<file path="src/rtl/icache_req_arbiter.sv">
// Round-robin arbiter from the tile fetch requestors to the shared instruction cache.
// It runs one transaction at a time and ends each one with a single-cycle pulse to the response demux.
module icache_req_arbiter #(
    parameter int SEL_W  = 5,
    parameter int N_REQ  = 2**SEL_W,
    parameter int ADDR_W = 32,
    parameter int DATA_W = 32
) (
    input  logic              clk,
    input  logic              rst_n,
    input  logic [N_REQ-1:0]  req,
    input  logic [ADDR_W-1:0] bus_addr,
    output logic [N_REQ-1:0]  grant,
    output logic              cache_req_valid,
    input  logic              cache_req_ready,
    output logic [ADDR_W-1:0] cache_addr,
    input  logic              cache_resp_valid,
    input  logic [DATA_W-1:0] cache_resp_data,
    output logic [DATA_W-1:0] dmx_data,
    output logic [SEL_W-1:0]  dmx_sel,
    output logic              dmx_en,
    output logic              busy
);

    typedef enum logic [2:0] {IDLE, GRANT, CREQ, WAIT, DELIVER} state_t;

    state_t           state, state_nx;
    logic [SEL_W-1:0] ptr, idx, win, scan;
    logic             win_vld;
    logic             hold;

    // Scan from the highest offset down, so the lowest offset from ptr is written last and wins.
    always_comb begin
        win     = '0;
        win_vld = 1'b0;
        scan    = '0;
        for (int i = N_REQ - 1; i >= 0; i--) begin
            scan = ptr + SEL_W'(i);
            if (req[scan]) begin
                win     = scan;
                win_vld = 1'b1;
            end
        end
    end

    always_comb begin
        state_nx = state;
        case (state)
            IDLE:    if (win_vld) state_nx = GRANT;
            GRANT:   state_nx = CREQ;
            CREQ:    if (cache_req_ready) state_nx = WAIT;
            WAIT:    if (cache_resp_valid) state_nx = DELIVER;
            DELIVER: state_nx = IDLE;
            default: state_nx = IDLE;
        endcase
    end

    always_ff @(posedge clk) begin
        if (!rst_n) begin
            state      <= IDLE;
            ptr        <= '0;
            idx        <= '0;
            cache_addr <= '0;
            dmx_data   <= '0;
            dmx_sel    <= '0;
        end else begin
            state <= state_nx;
            case (state)
                IDLE:    if (win_vld) idx <= win;
                GRANT:   cache_addr <= bus_addr;
                WAIT: if (cache_resp_valid) begin
                    dmx_data <= cache_resp_data;
                    dmx_sel  <= idx;
                end
                DELIVER: ptr <= idx + 1'b1;
                default: ;
            endcase
        end
    end

    // Grant is decoded from the registered idx, so at most one bit can ever be set.
    assign hold = (state == GRANT) || (state == CREQ) || (state == WAIT);

    for (genvar g = 0; g < N_REQ; g++) begin : g_grant
        assign grant[g] = hold && (idx == SEL_W'(g));
    end

    assign cache_req_valid = (state == CREQ);
    assign dmx_en          = (state == DELIVER);
    assign busy            = (state != IDLE);

endmodule

</file>
<file path="config.mk">
export PLATFORM = sky130hd
export DESIGN_NAME = icache_req_arbiter
export DESIGN_NICKNAME = d
export VERILOG_FILES = /design/src/rtl/icache_req_arbiter.sv
export SDC_FILE = /design/constraint.sdc
export NUM_CORES = 1
export LEC_CHECK = 0
export ABC_AREA = 1
export CORE_ASPECT_RATIO = 1.75
export CORE_MARGIN = 1
export CORE_UTILIZATION = 45
export CTS_CLUSTER_DIAMETER = 40
export DETAILED_ROUTE_END_ITERATION = 10
export PLACE_DENSITY_LB_ADDON = 0.3
export SLEW_MARGIN = 30
export SYNTH_ARGS = -nofsm -noshare
export SYNTH_HDL_FRONTEND = slang
export SYNTH_SLANG_ARGS = --single-unit
</file>
<file path="constraint.sdc">
create_clock -name clk -period 7.6 [get_ports clk]
set_input_delay 0.76 -clock clk [delete_from_list [all_inputs] [get_ports clk]]
set_output_delay 0.76 -clock clk [all_outputs]
set_load 0.01 [all_outputs]
</file>
==> results_dict.tcl <==
set metrics [dict create \
    status "complete, but fails checks" \
    violations "design-rule violations" \
    wirelength_um 32770 \
    syn_to_final_growth_pct 33.40 \
    synth_simple_gate_area_frac 0.4512 \
    crit_type "reg2reg" \
    worst_setup_path_start_kind "flop" \
    cts-root-buf "clkbuf_16" \
    grt_pass1_wl_um 49330 \
    cts-hold-fix-buffers 0 \
    drive_gt1_frac 0.04111 \
    fill_cells 1547 \
    vias_per_cell 5.767 \
    syn_inst 1313 \
    placement.io_buffers 203 \
    synthXorXnorAreaFrac 0.02244 \
    grt_pass1_vias 9127 \
    nNetsFinal 1599 \
    cts_resized 0 \
    dr_total_vias 9649 \
    post-route-period-util 0.6830 \
    ff_latch_area_sq_um 1642 \
    synth.avg_cell_area_sq_um 5.563 \
    synthAdderAreaFrac 0.03255 \
    hold_ws_ns 0.4619 \
    worstPathArrival_ns 5.40 \
    synth_cell_types 36 \
    clk_pin_slew_ns 0.06 \
    grt_max_degree 42 \
    period_needed_ns 5.191 \
    pwr_density_cell_nw_per_um2 155.3 \
    skew_ns 0.006692 \
    totalNegativeSetupSlack_ns 0 \
    seq_area_frac_synth 0.2247 \
    cts_sinks 82 \
    diodes 0 \
    max_freq_ghz 0.1927 \
    cts_tree "built" \
    track_usage 0.3896 \
    cp-end-kind "flop" \
    dieArea_sq_um 16770 \
    ios 204 \
    cts_max_path_buffers 2 \
    drc 5 \
    ff2ff_path_depth 19 \
    ant_nets 0 \
    htreeDepth 3 \
    maxCapViolCount 0 \
    drt_first_iter_violations 631 \
    core_region_area_sq_um 15880 \
    initial_core_util 0.4601 \
    rsz0062_at_grt "false" \
    holdPathStages 2 \
    synthMuxAreaShare 0 \
    dp_hpwl_um 25010 \
    drv_slew 0 \
    crit_fanout 37 \
    clk_latency_ns 0.34 \
    vdd_drop_max_mv 0.2007 \
    die_x_um 98.31 \
    worst_slew_pin_slew_ns 0.9398 \
    synth_area_sq_um 7305 \
    p_leak_uw 0.004394 \
    synth_nets 1432 \
    synth-compound-area-share 0.1763 \
    finalHoldViolations 0 \
    antenna_found_initial 0 \
    place.gp.congestion 1.021 \
    grt_overflow 0 \
    synth_seq_cells 82 \
    rows 61 \
    synth_top_family_by_area "simple AND/OR/NAND/NOR gates" \
    slew_headroom 0.3713 \
    firstDrtPassIters 9 \
    finalSetupViolations 0 \
    post_cts_buffers 0 \
    cp.required_ns 7.81 \
    routedWlPerCell_um 19.59 \
    die_h_um 170.5 \
    cts_buffers 9 \
    hold_class "reg2reg" \
    multiInputGateArea_sq_um 4995 \
    yosysWarningCount 0 \
]
## synth_stat cells, drive strengths merged
cell type,n,area share
a21oi,153,0.11
a31oi,18,0.015
buf,28,0.023
clkbuf,37,0.019
clkinv,1,0.00051
dfxtp,82,0.22
ha,19,0.033
inv,98,0.050
nand2,424,0.22
nand3,210,0.15
nand4,2,0.0017
nor2,136,0.071
nor3,6,0.0041
nor4,3,0.0026
o211ai,1,0.0010
o21a,7,0.0072
o21ai,64,0.045
o21bai,1,0.0010
o22ai,1,0.00086
or2,1,0.00086
or4,4,0.0041
xnor2,1,0.0012
xor2,16,0.021
## power by group
part	internal [uW]	total [uW]	switching, uW
Clock	319	496	176
Sequential	461	484	22.6
Combinational	206	534	328
Total	987	1510	527
## sequential cells by signal (all words and copies together) (netlist names)
name	count
state	3
ptr	5
dmx_data	32
dmx_sel	5
cache_addr	32
idx	5
## final cells by class
cell class                 instances  share of cell area
sequential                        82              0.1685
clock inverter                     5             0.01066
inverter                          99             0.03814
tap                              189             0.02427
clock buffer                      10             0.02350
multi-input combinational       1067              0.5126
timing repair buffer             221              0.2224
## cell families (layout without fill, tap and decap cells)
| kind of cell | Yosys count | count (layout) |
|---|---|---|
| adders and majority gates | 19 | 19 |
| AOI/OAI and AO/OA | 245 | 245 |
| xor gates and xnor gates | 17 | 17 |
| buffers and inverters | 164 | 335 |
| and+or+nand+nor | 786 | 786 |
| DFF | 82 | 82 |
## placed cells by master, fill, tap and decap left out, types with 4 or more instances in the layout
master and instances:
clkdlybuf4s50_1 203, ha_1 19, a31oi_1 18, inv_2 10, o21a_1 7, nand2_1 418, or4_1 4, o21ai_0 51
xor2_1 14, buf_4 18, inv_1 87, nor3_1 4, o21ai_1 10, clkbuf_16 9, nand3_1 207, dfxtp_1 82
nand2_2 5, nor2_1 134, a21oi_1 152
## per-layer routing
layer | wire length [um] | track usage | vias to the layer above | part of all wire
li1 | - | - | 4641 | -
met1 | 10700 | 0.3558 | 4379 | 0.33
met2 | 16300 | 0.7030 | 466 | 0.50
met3 | 2749 | 0.1062 | 163 | 0.084
met4 | 3024 | 0.3446 | 0 | 0.092
met5 | 0 | 0 | - | 0
## stage by stage
step / area, sq um / util / setup WS [ns] / instances / power [uW]
after floorplan: 7305 / - / 3.354 / 1313 / 789.6
after global placement: 9412 / 0.5928 / 2.523 / 1658 / 1011
after detailed placement: 9412 / 0.5928 / 2.539 / 1658 / 1010
after CTS: 9744 / 0.6138 / 2.507 / 1673 / 1504
after global routing: 9744 / 0.6138 / 1.985 / 1673 / 1585
final: 9744 / 0.6138 / 2.409 / 1673 / 1513
## final timing paths
kind | slack [ns] | end | start
max | 2.41 | idx[1] | ptr[0]
min | 0.46 | dmx_data[6] | dmx_data[6]
max reg2reg | 2.41 | idx[1] | ptr[0]
min reg2reg | 0.46 | dmx_data[6] | dmx_data[6]
## worst max-delay path: stages, from the launching register on
cell and delay (ns):
dfxtp_1 0.31, buf_4 0.32, inv_2 0.31, ha_1 0.42
inv_1 0.61, nand3_1 0.37, nand3_1 0.21, nand3_1 0.12
nand2_1 0.14, nor2_1 0.07, nor2_1 0.30, inv_1 0.23
nor4_1 0.29, nand2_1 0.09, nor3_1 0.55, a21oi_1 0.19
inv_1 0.27, a21oi_1 0.09, nand2_1 0.10, a21oi_1 0.06
No activity file was read; power rests on OpenSTA's default activity.
